===== config.mk =====
export PLATFORM = sky130hd
export DESIGN_NAME = dafx_amplitude_monitor
export DESIGN_NICKNAME = d
export VERILOG_FILES = /design/src/rtl/dafx_amplitude_monitor.sv
export SDC_FILE = /design/constraint.sdc
export NUM_CORES = 1
export LEC_CHECK = 0
export ABC_AREA = 1
export ABC_CLOCK_PERIOD_IN_PS = 3800
export BUFFER_PORTS_ARGS = -buffer_cell sky130_fd_sc_hd__clkbuf_2
export CAP_MARGIN = 5
export CORE_UTILIZATION = 45
export CTS_BUF_LIST = sky130_fd_sc_hd__clkbuf_4
export CTS_CLUSTER_SIZE = 10
export DETAILED_ROUTE_END_ITERATION = 8
export PLACE_DENSITY = 0.68
export SYNTH_ARGS = -nofsm -noshare
export SYNTH_HDL_FRONTEND = slang
export SYNTH_SLANG_ARGS = --single-unit

===== constraint.sdc =====
create_clock -name clk -period 3.8 [get_ports clk]
set_input_delay 0.57 -clock clk [delete_from_list [all_inputs] [get_ports clk]]
set_output_delay 0.57 -clock clk [all_outputs]
set_load 0.01 [all_outputs]

===== src/rtl/dafx_amplitude_monitor.sv =====
// dafx_amplitude_monitor
//
// Tracks the running signed minimum and maximum of the ADC and DAC sample
// pair streams. Raises a sticky clip interrupt per stream once a run of
// consecutive clipping pairs reaches CLIP_COUNT_P.
//
// Ports
//   clk, rst_n                      system clock, async active-low reset
//   adc_left/adc_right/adc_valid    ADC sample pair and one-cycle strobe
//   dac_left/dac_right/dac_valid    DAC sample pair and one-cycle strobe
//   cmd_clear_adc_amplitude         pulse: empties both min/max trackers
//   cmd_clear_irq_0/_1              pulse: clears irq_0/irq_1 and run counter
//   sr_cir_{min,max}_adc_amplitude  ADC extremes (0 while empty)
//   sr_cir_{min,max}_dac_amplitude  DAC extremes (0 while empty)
//   irq_0, irq_1                    sticky ADC / DAC clip interrupts
//
// Handshake: *_valid is a one-cycle strobe with no ready. Every strobed
// pair is consumed in that cycle, back-to-back strobes included.
// All outputs come straight from registers.

module dafx_amplitude_monitor #(
  parameter int AUDIO_WIDTH_P = 24,
  parameter int CLIP_LEVEL_P  = 8388352,
  parameter int CLIP_COUNT_P  = 4
) (
  input  logic                     clk,
  input  logic                     rst_n,
  input  logic [AUDIO_WIDTH_P-1:0] adc_left,
  input  logic [AUDIO_WIDTH_P-1:0] adc_right,
  input  logic                     adc_valid,
  input  logic [AUDIO_WIDTH_P-1:0] dac_left,
  input  logic [AUDIO_WIDTH_P-1:0] dac_right,
  input  logic                     dac_valid,
  input  logic                     cmd_clear_adc_amplitude,
  input  logic                     cmd_clear_irq_0,
  input  logic                     cmd_clear_irq_1,
  output logic [AUDIO_WIDTH_P-1:0] sr_cir_min_adc_amplitude,
  output logic [AUDIO_WIDTH_P-1:0] sr_cir_max_adc_amplitude,
  output logic [AUDIO_WIDTH_P-1:0] sr_cir_min_dac_amplitude,
  output logic [AUDIO_WIDTH_P-1:0] sr_cir_max_dac_amplitude,
  output logic                     irq_0,
  output logic                     irq_1
);

  localparam int W  = AUDIO_WIDTH_P;
  localparam int CW = $clog2(CLIP_COUNT_P + 1);

  localparam logic signed [W-1:0] CLIP_HI = W'(CLIP_LEVEL_P);
  localparam logic signed [W-1:0] CLIP_LO = W'(-CLIP_LEVEL_P);
  localparam logic [CW-1:0]       CNT_MAX = CW'(CLIP_COUNT_P);

  typedef enum logic {
    EMPTY    = 1'b0,
    TRACKING = 1'b1
  } tracker_state_t;

  // Tracker 0 watches the ADC stream, tracker 1 the DAC stream.
  for (genvar g = 0; g < 2; g++) begin : trk
    logic signed [W-1:0] smp_l, smp_r;
    logic                smp_valid;
    logic                clr_irq;

    logic signed [W-1:0] pair_min, pair_max;
    logic                clip;

    tracker_state_t      state;
    logic signed [W-1:0] min_q, max_q;
    logic [CW-1:0]       cnt;
    logic                irq_q;

    assign smp_l     = (g == 0) ? adc_left  : dac_left;
    assign smp_r     = (g == 0) ? adc_right : dac_right;
    assign smp_valid = (g == 0) ? adc_valid : dac_valid;
    assign clr_irq   = (g == 0) ? cmd_clear_irq_0 : cmd_clear_irq_1;

    always_comb begin
      pair_min = (smp_l < smp_r) ? smp_l : smp_r;
      pair_max = (smp_l < smp_r) ? smp_r : smp_l;
      // The most negative code is always <= CLIP_LO, so it always clips.
      clip = (smp_l >= CLIP_HI) || (smp_l <= CLIP_LO) ||
             (smp_r >= CLIP_HI) || (smp_r <= CLIP_LO);
    end

    always_ff @(posedge clk or negedge rst_n) begin
      if (!rst_n) begin
        state <= EMPTY;
        min_q <= '0;
        max_q <= '0;
        cnt   <= '0;
        irq_q <= 1'b0;
      end else begin
        // Min/max path. A clear that coincides with a valid pair behaves
        // as "clear, then load this pair as the first sample".
        if (smp_valid) begin
          if (state == EMPTY || cmd_clear_adc_amplitude) begin
            min_q <= pair_min;
            max_q <= pair_max;
          end else begin
            if (pair_min < min_q) min_q <= pair_min;
            if (pair_max > max_q) max_q <= pair_max;
          end
          state <= TRACKING;
        end else if (cmd_clear_adc_amplitude) begin
          min_q <= '0;
          max_q <= '0;
          state <= EMPTY;
        end

        // Clip run path. An IRQ clear discards the coincident pair for
        // counting so a new IRQ needs a fully fresh run.
        if (clr_irq) begin
          cnt   <= '0;
          irq_q <= 1'b0;
        end else if (smp_valid) begin
          if (clip) begin
            if (cnt != CNT_MAX) cnt <= cnt + CW'(1);
            if (cnt >= CNT_MAX - CW'(1)) irq_q <= 1'b1;
          end else begin
            cnt <= '0;
          end
        end
      end
    end
  end

  assign sr_cir_min_adc_amplitude = trk[0].min_q;
  assign sr_cir_max_adc_amplitude = trk[0].max_q;
  assign sr_cir_min_dac_amplitude = trk[1].min_q;
  assign sr_cir_max_dac_amplitude = trk[1].max_q;
  assign irq_0                    = trk[0].irq_q;
  assign irq_1                    = trk[1].irq_q;

endmodule


==> flow_metrics.py <==
metrics = {
    "run_status": {
        "status": "finished clean",
    },
    "cells_and_area": {
        "areaGrowthSynthToFinish_pct": 48.7,
        "postLayoutCellArea_um2": 14200,
        "fin_nets": 2047,
        "seqCellArea_um2": 2650,
        "fill_cells": 1774,
        "multiInputGateArea_um2": 6870,
        "layout-drive-gt1-share_pct": 40.2,
    },
    "timing": {
        "fin_crit_ns": 3.78,
        "timing.fmax_ghz": 0.265,
        "layout_worst_path_cycle_share_pct": 99.4,
        "finClkSkew_ns": 0.0171,
        "maxSlewHeadroom_pct": 51.6,
        "setup_violations": 0,
        "fin_tns_setup_ns": 0,
        "tightest_slew_ns": 0.724,
        "rsz0062_at_grt": "yes",
        "finalHoldViolCount": 0,
        "slew_violations": 0,
    },
    "logic_synthesis": {
        "synth_edf_count": 0,
        "seq_area_frac_synth_pct": 27.7,
        "synth_top_area_share_pct": 27.7,
        "syn_nets": 1606,
        "yosys-top-cells-area": "dfrtp_1, ha_1, nand2_1",
        "ys_warn_count": 0,
        "synth_area_um2": 9580,
        "syn_avg_cell_area_um2": 7.06,
        "ys_async_sr_fraction_pct": 100,
        "synthCells": 1357,
        "yosysTopAreaCell": "dfrtp_1",
        "ys_types": 43,
        "synth_ff_type": "dfrtp_1",
        "synth-seq-cells": 106,
    },
    "floorplanning": {
        "ioPinCount": 201,
        "dieWidth_um": 148,
        "die_height_um": 148,
        "start_util_pct": 45.7,
        "die_area_um2": 21900,
        "placeableCoreArea_um2": 21000,
        "rows": 53,
    },
    "global_route": {
        "antenna_found_initial": 3,
        "grt_pass1_wl_mm": 49.2,
        "grt_busiest_layer": "met2",
        "met3_usage_pct": 4.29,
        "use_met1_pct": 34.3,
        "met2_usage_pct": 50.4,
        "grt_use_total_pct": 28.6,
        "grt_max_degree": 107,
        "grt_pass1_vias": 10400,
        "grt.overflow.total": 0,
    },
    "cts": {
        "cts_root_buf": "clkbuf_4",
        "cts_buffer_depth": 2,
        "cts_tree": "done",
        "cts_made_buffers": 9,
        "clk_pin_slew_worst_paths_ns": 0.20,
        "cts.sinks": 106,
        "clk_latency_ns": 0.52,
        "cts_htree_levels": 3,
    },
    "setup_path": {
        "crit_type": "input pin to register",
        "critPathMaxStageDelay_ns": 0.27,
        "crit_path_frequent_cell": "nand2_1",
        "worstSetupStartpointType": "input pin",
        "crit_fanout": 6,
        "cp.required_ns": 4.23,
        "worstPathArrival_ns": 4.21,
        "end_kind": "register",
        "r2r_slack_ns": 1.18,
        "slowest_stage": "a221oi_2",
    },
    "detailed_routing": {
        "post_drt_wl_per_cell_um": 16.1,
        "drtIter0Drc": 580,
        "ant_nets": 0,
        "vias": 11000,
        "routed_wl_mm": 33.5,
        "routed_via_density": 5.29,
        "dr.pass1.iters": 5,
        "drc_errors": 0,
    },
    "power_and_ir_drop": {
        "peakVddDrop_uv": 274,
        "pwr_density_cell_nw_per_um2": 444,
        "power_mw": 6.33,
        "p_leak_nw": 7.59,
    },
    "worst_hold_path": {
        "hold_path.class": "input pin to async pin",
    },
    "placed_design": {
        "placed_area_um2": 12800,
        "globalplace.congestion": 0.982,
        "portBuffers": 200,
        "hpwl_mm": 25.4,
    },
    "job": {
        "drv_cap": 0,
    },
}
## registers in the layout (all words and copies together), names as in the netlist
name,cells
sr_cir_max_adc_amplitude,24
sr_cir_min_adc_amplitude,24
irq_0,1
sr_cir_min_dac_amplitude,24
trk.state,2
trk.cnt,6
sr_cir_max_dac_amplitude,24
irq_1,1
## cells in the mapped netlist, types with 3 or more instances
master       n
nand2_1    326
o21ai_1     18
buf_2        6
nand4_1     32
nand2_4      3
ha_1       146
nor4_1      24
nor2_1      45
a21oi_1     49
nand3_1     93
clkbuf_1    28
dfrtp_1    106
o21ai_0    151
buf_1        3
a221oi_1     3
inv_1      218
a211oi_1     7
o2111ai_1    3
a41oi_1      3
nand2_2     47
nor3_1       8
a21o_1       6
## worst max-delay path: cells and delay by family
| kind | cells | cell delay, ns |
|---|---|---|
| AOI/OAI and AO/OA | 7 | 1.07 |
| adders and majority gates | 2 | 0.46 |
| buffers and inverters | 4 | 0.48 |
| and+or+nand+nor | 15 | 1.57 |
## cell type report
cell class                      count  area share (%)
Tap cell                          275            2.42
Inverter                          219            6.11
Timing Repair Buffer              467            23.5
Clock buffer                        9           0.474
Clock inverter                      7           0.492
Multi-Input combinational cell    993            48.2
Sequential cell                   106            18.6
Timing Repair inverter              2           0.123
Antenna cell                        2          0.0351
## repair_timing
| item | in CTS | in global routing |
|---|---|---|
| pin swaps | 1 | 81 |
| hold buffers | 0 | 0 |
| hold endpoints to repair | 0 | 0 |
| setup buffers | 1 | 16 |
| gates resized for setup | 6 | 269 |
| setup endpoints to repair | 48 | 96 |
| gates cloned | 0 | 13 |
## kinds of logic (layout without fill, tap and decap cells)
family	Yosys count	after routing	synth area share, %
and+or+nand+nor	591	595	28.0
buffers and inverters	262	704	10.9
AOI/OAI and AO/OA	250	250	14.1
adders and majority gates	146	146	19.1
DFF	106	106	27.7
xor gates and xnor gates	2	2	0.183
other	0	2	0
## placed cells by master, fill, tap and decap left out, drive strengths merged, types with 2 or more instances in the layout
| master | instances |
|---|---|
| nand4 | 32 |
| o211a | 2 |
| clkinvlp | 2 |
| and3 | 2 |
| a221oi | 3 |
| o21ai | 169 |
| o2111ai | 3 |
| buf | 272 |
| o211ai | 2 |
| inv | 222 |
| clkbuf | 204 |
| a41oi | 3 |
| a211oi | 7 |
| nand2 | 380 |
| a21o | 6 |
| nor3 | 9 |
| clkinv | 4 |
| o21a | 2 |
| dfrtp | 106 |
| nor4 | 24 |
| ha | 146 |
| nor2 | 47 |
| o221ai | 2 |
| diode | 2 |
| nand3 | 96 |
| a21oi | 49 |
| xnor2 | 2 |
## worst paths after layout
kind | startpoint | endpoint | cells past startpoint
setup reg to reg | sr_cir_max_adc_amplitude[22] | sr_cir_max_adc_amplitude[4] | 14
hold reg to reg | irq_0 | irq_0 | 2
hold / removal | rst_n | sr_cir_max_adc_amplitude[7] | 2
min in group clk | cmd_clear_irq_1 | irq_1 | 4
setup / recovery | adc_left[10] | sr_cir_min_adc_amplitude[19] | 28
max in group asynchronous | rst_n | sr_cir_max_dac_amplitude[6] | 2
## per-layer routing
layer	vias to the layer above	wire length [µm]
li1	5412	-
met1	5108	13600
met2	369	16400
met3	110	1970
met4	0	1520
met5	-	0
## power breakdown
group,internal [mW],total [mW],switching (mW)
Combinational,1.81,4.02,2.21
Clock,0.152,0.624,0.472
Sequential,1.42,1.68,0.257
## per-stage QoR
| stage | hold slack [ns] | util, % | setup WS, ns | cells |
|---|---|---|---|---|
| after floorplan | 0.274 | - | -0.168 | 1357 |
| after CTS | 0.114 | 61.6 | 0.000395 | 2049 |
| after global placement | 0.456 | 60.9 | -0.609 | 2032 |
| after detailed placement | 0.485 | 60.9 | -0.751 | 2032 |
| final | 0.0993 | 68.0 | 0.0218 | 2080 |
| after global routing | 0.128 | 68.0 | -0.167 | 2080 |
Power figures use the tool's default switching activity.
